$ cat config.mk
export PLATFORM = sky130hd
export DESIGN_NAME = ps2_frame_rx
export DESIGN_NICKNAME = d
export VERILOG_FILES = /design/src/rtl/ps2_frame_rx.sv
export SDC_FILE = /design/constraint.sdc
export NUM_CORES = 1
export LEC_CHECK = 0
export CORE_AREA = 2 2 87 89
export CTS_CLUSTER_SIZE = 20
export DETAILED_ROUTE_END_ITERATION = 10
export DIE_AREA = 0 0 89 91
export GPL_TIMING_DRIVEN = 0
export PLACE_DENSITY = 0.72
export SLEW_MARGIN = 20
export SYNTH_ARGS = -nofsm -noshare
export SYNTH_HDL_FRONTEND = slang
export SYNTH_SLANG_ARGS = --single-unit
export TNS_END_PERCENT = 100
$ cat constraint.sdc
create_clock -name clk_50m -period 2.2 [get_ports clk_50m]
set_clock_uncertainty 0.1 [all_clocks]
set_input_delay 0.33 -clock clk_50m [delete_from_list [all_inputs] [get_ports clk_50m]]
set_output_delay 0.33 -clock clk_50m [all_outputs]
set_load 0.02 [all_outputs]
$ cat src/rtl/ps2_frame_rx.sv
// rtl/ps2_frame_rx.sv - PS/2 receive stage: pin sync, glitch filter, 11-bit framing, F0/E0 prefix folding.
module ps2_frame_rx #(
    parameter int FILTER_LEN     = 8,
    parameter int TIMEOUT_CYCLES = 50000
) (
    input  logic       clk_50m,
    input  logic       rst_n,
    input  logic       kclk,
    input  logic       kdata,
    output logic [7:0] byte_out,
    output logic       byte_valid,
    output logic [7:0] code,
    output logic       code_valid,
    output logic       code_break,
    output logic       code_ext,
    output logic       frame_err,
    output logic [7:0] err_count
);
    localparam int FCW = $clog2(FILTER_LEN + 1);
    localparam int TCW = $clog2(TIMEOUT_CYCLES + 1);

    typedef enum logic [1:0] {IDLE, RECV, CHECK} state_t;

    // Bit 0 carries kclk, bit 1 carries kdata.
    logic [1:0]     r_sync1, r_sync2, r_filt;
    logic [FCW-1:0] r_fcnt [2];
    logic           r_clk_prev;
    state_t         r_state, w_next;
    logic [3:0]     r_bit_cnt;
    logic [7:0]     r_data;
    logic           r_par, r_stop;
    logic [TCW-1:0] r_tmo;
    logic           r_brk_pend, r_ext_pend;
    logic           w_fall, w_sample, w_timeout, w_good;

    always_ff @(posedge clk_50m or negedge rst_n) begin
        if (!rst_n) begin
            r_sync1    <= 2'b11;
            r_sync2    <= 2'b11;
            r_filt     <= 2'b11;
            r_fcnt[0]  <= '0;
            r_fcnt[1]  <= '0;
            r_clk_prev <= 1'b1;
        end else begin
            r_sync1    <= {kdata, kclk};
            r_sync2    <= r_sync1;
            r_clk_prev <= r_filt[0];
            for (int i = 0; i < 2; i++) begin
                if (r_sync2[i] != r_filt[i]) begin
                    if (r_fcnt[i] == FCW'(FILTER_LEN - 1)) begin
                        r_filt[i] <= ~r_filt[i];
                        r_fcnt[i] <= '0;
                    end else begin
                        r_fcnt[i] <= r_fcnt[i] + 1'b1;
                    end
                end else begin
                    r_fcnt[i] <= '0;
                end
            end
        end
    end

    assign w_fall   = r_clk_prev & ~r_filt[0];
    assign w_sample = r_filt[1];
    assign w_good   = (^{r_data, r_par}) & r_stop;

    always_ff @(posedge clk_50m or negedge rst_n) begin
        if (!rst_n) r_state <= IDLE;
        else        r_state <= w_next;
    end

    always_comb begin
        w_next    = r_state;
        w_timeout = 1'b0;
        case (r_state)
            IDLE:  if (w_fall && !w_sample) w_next = RECV;
            RECV: begin
                if (w_fall) begin
                    if (r_bit_cnt == 4'd10) w_next = CHECK;
                end else if (r_tmo == TCW'(TIMEOUT_CYCLES - 1)) begin
                    w_next    = IDLE;
                    w_timeout = 1'b1;
                end
            end
            CHECK:   w_next = IDLE;
            default: w_next = IDLE;
        endcase
    end

    // Data bits shift in from the top so the first (LSB) bit lands in r_data[0].
    always_ff @(posedge clk_50m or negedge rst_n) begin
        if (!rst_n) begin
            r_bit_cnt <= '0;
            r_data    <= '0;
            r_par     <= 1'b0;
            r_stop    <= 1'b0;
            r_tmo     <= '0;
        end else if (r_state == IDLE) begin
            r_tmo <= '0;
            if (w_fall && !w_sample) r_bit_cnt <= 4'd1;
        end else if (r_state == RECV) begin
            if (w_fall) begin
                r_tmo     <= '0;
                r_bit_cnt <= r_bit_cnt + 4'd1;
                if (r_bit_cnt <= 4'd8)       r_data <= {w_sample, r_data[7:1]};
                else if (r_bit_cnt == 4'd9)  r_par  <= w_sample;
                else                         r_stop <= w_sample;
            end else begin
                r_tmo <= r_tmo + 1'b1;
            end
        end
    end

    always_ff @(posedge clk_50m or negedge rst_n) begin
        if (!rst_n) begin
            byte_out   <= '0;
            byte_valid <= 1'b0;
            code       <= '0;
            code_valid <= 1'b0;
            code_break <= 1'b0;
            code_ext   <= 1'b0;
            frame_err  <= 1'b0;
            err_count  <= '0;
            r_brk_pend <= 1'b0;
            r_ext_pend <= 1'b0;
        end else begin
            byte_valid <= 1'b0;
            code_valid <= 1'b0;
            frame_err  <= 1'b0;
            if ((r_state == CHECK && !w_good) || w_timeout) begin
                frame_err  <= 1'b1;
                r_brk_pend <= 1'b0;
                r_ext_pend <= 1'b0;
                if (err_count != 8'hFF) err_count <= err_count + 8'd1;
            end else if (r_state == CHECK) begin
                byte_valid <= 1'b1;
                byte_out   <= r_data;
                if (r_data == 8'hF0) begin
                    r_brk_pend <= 1'b1;
                end else if (r_data == 8'hE0) begin
                    r_ext_pend <= 1'b1;
                end else begin
                    code_valid <= 1'b1;
                    code       <= r_data;
                    code_break <= r_brk_pend;
                    code_ext   <= r_ext_pend;
                    r_brk_pend <= 1'b0;
                    r_ext_pend <= 1'b0;
                end
            end
        end
    end
endmodule

# Word-level counts from Yosys, hierarchy flattened
# Index checks and enable logic that the tools add are counted.
op_classes:
  add_sub_neg: 5
  order_cmp: 1
  eq_ne: 17
  mux: 34
  bitwise_logic: 10
  n_reduce_logical: 22
ops:
  columns: ["operator", "n"]
  rows:
  - ["$mux W16", 3]
  - ["$mux W4", 8]
  - ["$mux W1", 18]
  - ["$add A16 B1 Y16 const B", 1]
  - ["$eq A16 B16 Y1 const B", 1]
  - ["$eq A8 B8 Y1 const B", 2]
  - ["$add A4 B1 Y4 const B", 3]
  - ["$reduce_and A2 Y1", 6]
  - ["$reduce_and A5 Y1", 2]
  - ["$ne A3 B3 Y1 const B", 3]
  - ["$reduce_xor A9 Y1", 1]
  - ["$add A8 B1 Y8 const B", 1]
  - ["$eq A4 B3 Y1 const B", 2]
  - ["$eq A4 B4 Y1 const B", 2]
  - ["$mux W2", 4]
  - ["$ne A8 B8 Y1 const B", 1]
  - ["$not A1 Y1", 8]
  - ["$reduce_and A4 Y1", 2]
  - ["$reduce_and A3 Y1", 2]
  - ["$reduce_bool A2 Y1", 3]
  - ["$le A4 B4 Y1 const B", 1]
  - ["$ne A2 B2 Y1 const B", 2]
  - ["$pmux W2 S2", 1]
  - ["$and A1 B1 Y1", 2]
  - ["other kinds (7)", 10]
totals:
  reg_bits: 78
  in_bits: 4
  output_inout_bits: 29
  elab_cells: 112

# Depth between registers and ports, before layout
# Gate-level depths: netlist of the first run.
logic_depth:
  ltp_word: 7
  mapped_depth: 8
  ltp_nobuf: 7

# Least setup slack after synthesis of the first run
# OpenSTA, ideal clock, no wires.
synth_path:
  kind: "register to register"
  start: "register r_data[2]"
  end: "register byte_out[4]"
  setup_time_ns: 0.125
  arrival_ns: 2.018
  t_required_ns: 1.975
  slack_ns: -0.043
  stages_incl_launch_ff: 8
  path_buffers: 2
  synth_period_minus_slack_ns: 2.243
  cell_sequence: "dfrtp_1 > xnor2_1 > xnor3_1 > xnor2_2 > and4_1 > buf_6 > buf_4 > mux2_2"
synth_between:
  elab_chain_len: 7
synth_lines:
  columns: ["element", "line_no", "rtl"]
  rows:
  - ["start: declaration", "30", "logic [7:0] r_data;"]
  - ["start signal: assignment", "105", "if (r_bit_cnt <= 4'd8) r_data <= {w_sample, r_data[7:1]};"]
  - ["$reduce_xor A9 Y1", "65", "assign w_good = (^{r_data, r_par}) & r_stop;"]
  - ["$and A1 B1 Y1", "65", null]
  - ["$logic_not A1 Y1", "130", "if ((r_state == CHECK && !w_good) || w_timeout) begin"]
  - ["$logic_and A1 B1 Y1", "130", null]
  - ["$logic_or A1 B1 Y1", "130", null]
  - ["$not A1 Y1 (no line)", null, null]
  - ["$reduce_and A2 Y1 (no line)", null, null]
  - ["end signal: assignment", "137", "byte_out <= r_data;"]
  - ["end: declaration", "10", "output logic [7:0] byte_out,"]
# No other way between the ends.
# A chain may end at the register's enable or synchronous reset.

# Worst setup path in the final report of the first run
layout_path:
  start: "register r_data[5]"
  end: "register code_ext"
layout_between:
  elab_chain_len: 7
  elab_cells_between_ends: 11
  classes_between: "eq/ne: 2; bitwise: 4; reduce/logical: 5"
layout_lines:
  columns: ["element", "line_no", "rtl"]
  rows:
  - ["$reduce_xor A9 Y1", "65", null]
  - ["$and A1 B1 Y1", "65", null]
  - ["$logic_not A1 Y1", "130", null]
  - ["$logic_and A1 B1 Y1", "130", null]
  - ["$logic_or A1 B1 Y1", "130", null]
  - ["$not A1 Y1 (no line)", null, null]
  - ["$reduce_and A4 Y1 (no line) (*)", null, null]
  - ["end signal: assignment", "146", "code_ext <= r_ext_pend;"]
  - ["end: declaration", "15", "output logic code_ext,"]
# Mark *: on every way between the ends. The rest lies on a longest branch, timed or not.

==> metrics.cfg, run 1 <==
[clock_network]
max-clock-path-buffers = 2
cts_inserted_buffers = 9
clkSinkCount = 78
clock-root-buffer = sky130_fd_sc_hd__clkbuf_8
cts_tree = yes
clock_latency_ns = 0.35
clock_pin_slew_worst_setup_and_hold_paths_ns = 0.08
ctsHtreeMaxLevel = 3

[synth]
synth_seq_area_share_pct = 56.5
postSynth.topFlopCell = sky130_fd_sc_hd__dfrtp_1
number_of_flops_mapped_to_enable_cells_by_yosys = 0
synth_warnings = 0
synth.net_count = 311
synth-async-reset-ratio_pct = 100
synth_seq_cells = 78
synth.avg_cell_area_um2 = 11.6
yosysUniqueCellTypes = 42
netlist_area_um2 = 3470
synthesis.instances = 299

[routing]
total_detailed_routing_wirelength_um = 6530
route.vias.total = 2450
wire_per_inst_um = 14.1
highest_routed_metal_layer = met4
drt-met1-wl_um = 3030
ant_nets = 0
drt_pre_antenna_iters = 4
post_drt_via_cell_ratio = 5.29
drt_iter0_markers = 106
met2WireLength_um = 3130
drcViolationCount = 0
met3RoutedLength_um = 241

[cells_and_area]
layout-area-overhead-vs-synth_pct = 27.9
diodes = 0
num-nets-final = 371
final_area_um2 = 4430
post_route_cells_drive_above_1_share_pct = 23.9
fillCellCount = 560

[critical_path]
slowest_delay_ns = 0.45
crit_top_cell = sky130_fd_sc_hd__xnor2_2
worst_path_max_delay_cell = sky130_fd_sc_hd__dfrtp_2
endpoint_kind = register
critPathArrivalTime_ns = 2.37
timing.critical_path.fanout_max = 10
cp_data_required_time_ns = 2.34
category_of_the_worst_setup_path_launch_point = register
critPathTopFamily = XOR/XNOR gates
path_buf_inv = 2
timing.setup.critical_path_class = reg2reg
worstPathCellList = xnor2_2, xnor3_1, xnor2_2, and4_1, buf_6, nand2b_4, buf_8, mux2_4

[worst_hold_path]
hold_path_class = reg2reg

[pwr]
leakage_uw = 0.00198
power.total_uw = 3750
ir_worst_vdd_mv = 0.521
total_power_divided_by_cell_area_nw_per_um2 = 845

[run_status]
violated_checks = negative setup slack
run_status = finished with violations

[timing]
slew_headroom_pct = 69.1
grt_setup_unrepaired = yes
max_freq_mhz = 448
fin_crit_ns = 2.23
min_period_over_period_pct = 101
fin_max_slew_vios = 0
final-setup-viol-count = 4
tightestPinTransition_ns = 0.459
worst_slack_setup_final_ns = -0.0303
hold_violations = 0

[grt]
grt-ovfl-total = 0
grt_first_pass_wirelength_um = 11100
grt_antenna_before_repair = 0
grt_max_degree = 57
grt_pass1_vias = 2402
grt_util_all_layers_pct = 17.6

[die]
dieArea_um2 = 8100
pin_count = 33
die_y_um = 91
core_um2 = 7140
chipWidth_um = 89
initial_utilization_pct = 48.6
num_rows = 31

[placement]
place.gp.congestion = 0.820
placed_cell_area_um2 = 3940
buffer_ports.inserted = 32
detailed_place_hpwl_um = 4230
place_worst_setup_slack_ns = -0.239

[run]
max_cap_viol_count = 0

[report_power, final]
| part | internal [µW] | switching [µW] | leakage [µW] | total (µW) |
|---|---|---|---|---|
| logic | 289 | 367 | 0.000819 | 655 |
| clock network | 787 | 522 | 0.000120 | 1310 |
| registers | 1600 | 182 | 0.00104 | 1780 |
| total | 2680 | 1070 | 0.00198 | 3750 |
[repair_timing]
action                                  4_1_cts  5_1_grt
buffers inserted                             13        4
pin swaps                                     5       10
gates resized for setup                      16       15
hold buffers                                  1        0
cloned                                        1        0
endpoints found under the hold margin        22        0
endpoints found under the setup margin       27       35
[cell usage after synthesis (4+ instances only)]
cell / number / area share (%)
sky130_fd_sc_hd__clkbuf_1: 4 / 0.43
sky130_fd_sc_hd__ha_1: 8 / 2.9
sky130_fd_sc_hd__inv_1: 12 / 1.3
sky130_fd_sc_hd__mux2_2: 17 / 5.5
sky130_fd_sc_hd__a22o_1: 6 / 1.5
sky130_fd_sc_hd__nand4_1: 9 / 1.6
sky130_fd_sc_hd__nor3_1: 7 / 1.0
sky130_fd_sc_hd__nand3_1: 15 / 2.2
sky130_fd_sc_hd__a21oi_1: 11 / 1.6
sky130_fd_sc_hd__nor2_1: 22 / 2.4
sky130_fd_sc_hd__nand2_1: 20 / 2.2
sky130_fd_sc_hd__and3_1: 5 / 0.90
sky130_fd_sc_hd__nor2b_1: 5 / 0.90
sky130_fd_sc_hd__xnor2_1: 16 / 4.0
sky130_fd_sc_hd__mux2_4: 4 / 1.7
sky130_fd_sc_hd__dfrtp_1: 71 / 51
sky130_fd_sc_hd__xor2_1: 8 / 2.0
sky130_fd_sc_hd__dfstp_2: 7 / 5.3
sky130_fd_sc_hd__and2_1: 4 / 0.72
sky130_fd_sc_hd__o21ai_0: 15 / 2.2
[logic make-up (layout without fill, tap and decap cells)]
group           count (synthesis)  count (layout)  share of synthesized area [%]
xor+xnor                       26              26                           7.18
fa+ha+maj                       8               8                           2.89
buf+inv                        20              85                           2.74
mux                            22              22                           7.58
flops                          78              78                           56.5
simple gates                  106             106                           16.3
compound gates                 39              39                           6.78
[area by class of cell]
cell class | count | area, µm² | share of cell area [%]
clock inverter | 5 | 106 | 2.40
inverter | 12 | 45.0 | 1.02
clock buffer | 11 | 141 | 3.19
timing repair buffer | 51 | 498 | 11.2
sequential | 78 | 1970 | 44.4
tap | 99 | 124 | 2.79
multi-input combinational | 201 | 1500 | 33.7
buffer | 6 | 56.3 | 1.27
[registers in the layout (all words and copies together), names as in the netlist, 2 cells and up]
name       count
byte_out       8
r_state        2
r_tmo         16
r_filt         2
err_count      8
r_sync2        2
code           8
r_fcnt         8
r_bit_cnt      4
r_sync1        2
r_data         8
[placed cells by master (no fill, tap or decap), drive strengths merged, types with 3 or more instances in the layout]
| cell type | count |
|---|---|
| dfrtp | 71 |
| clkdlybuf4s50 | 31 |
| buf | 23 |
| nor2 | 22 |
| mux2 | 22 |
| nand2 | 20 |
| xnor2 | 17 |
| nand3 | 16 |
| o21ai | 15 |
| clkbuf | 13 |
| inv | 12 |
| a21oi | 11 |
| nand4 | 9 |
| xor2 | 8 |
| ha | 8 |
| dfstp | 7 |
| nor3 | 7 |
| a22o | 6 |
| nor2b | 5 |
| and3 | 5 |
| and2 | 4 |
| and4 | 3 |
| or3 | 3 |
| bufinv | 3 |
| nor4 | 3 |
| nand2b | 3 |
[final timing paths]
check,start,to,slack [ns],cells past startpoint
hold / removal,r_sync1[1]$_DFF_PN1_,r_sync2[1]$_DFF_PN1_,0.26,0
setup / recovery,r_data[5]$_DFFE_PN0P_,code_ext$_DFFE_PN0P_,-0.03,8
min in group asynchronous,rst_n,byte_out[5]$_DFFE_PN0P_,0.32,2
setup reg to reg,r_data[5]$_DFFE_PN0P_,code_ext$_DFFE_PN0P_,-0.03,8
hold reg to reg,r_sync1[1]$_DFF_PN1_,r_sync2[1]$_DFF_PN1_,0.26,0
max in group asynchronous,rst_n,r_sync2[0]$_DFF_PN1_,1.06,3
[through the flow]
| stage | TNS (ns) | hold slack (ns) | cells | utilization [%] |
|---|---|---|---|---|
| final | -0.107 | 0.258 | 463 | 62.1 |
| after global routing | -1.31 | 0.261 | 463 | 62.1 |
| after CTS | -0.549 | 0.259 | 462 | 61.1 |
| after detailed placement | -3.12 | 0.149 | 431 | 55.2 |
| after global placement | -151.77 | 0.247 | 430 | 54.9 |
| after floorplan | 0 | -0.0656 | 299 | - |
[layer usage]
| layer | track usage [%] | up-vias |
|---|---|---|
| li1 | - | 1173 |
| met1 | 23.7 | 1209 |
| met2 | 26.7 | 53 |
| met3 | 4.91 | 15 |
| met4 | 6.97 | 0 |
| met5 | 0 | - |
(Power assumes the default switching activity.)
==> run 2: changes to the inputs <==
--- a/config.mk
+++ b/config.mk
@@ -5,6 +5,7 @@
 export SDC_FILE = /design/constraint.sdc
 export NUM_CORES = 1
 export LEC_CHECK = 0
+export CAP_MARGIN = 20
 export CORE_AREA = 2 2 87 89
 export CTS_CLUSTER_SIZE = 20
 export DETAILED_ROUTE_END_ITERATION = 10
==> results of run 2 <==
Same layout as run 1: the final DEF is identical, and so are final timing and power.
==> run 3: changes to the inputs <==
--- a/config.mk
+++ b/config.mk
@@ -7,6 +7,7 @@
 export LEC_CHECK = 0
 export CAP_MARGIN = 20
 export CORE_AREA = 2 2 87 89
+export CTS_CLUSTER_DIAMETER = 100
 export CTS_CLUSTER_SIZE = 20
 export DETAILED_ROUTE_END_ITERATION = 10
 export DIE_AREA = 0 0 89 91
==> results of run 3 <==
Same layout as run 1: the final DEF is identical, and so are final timing and power.
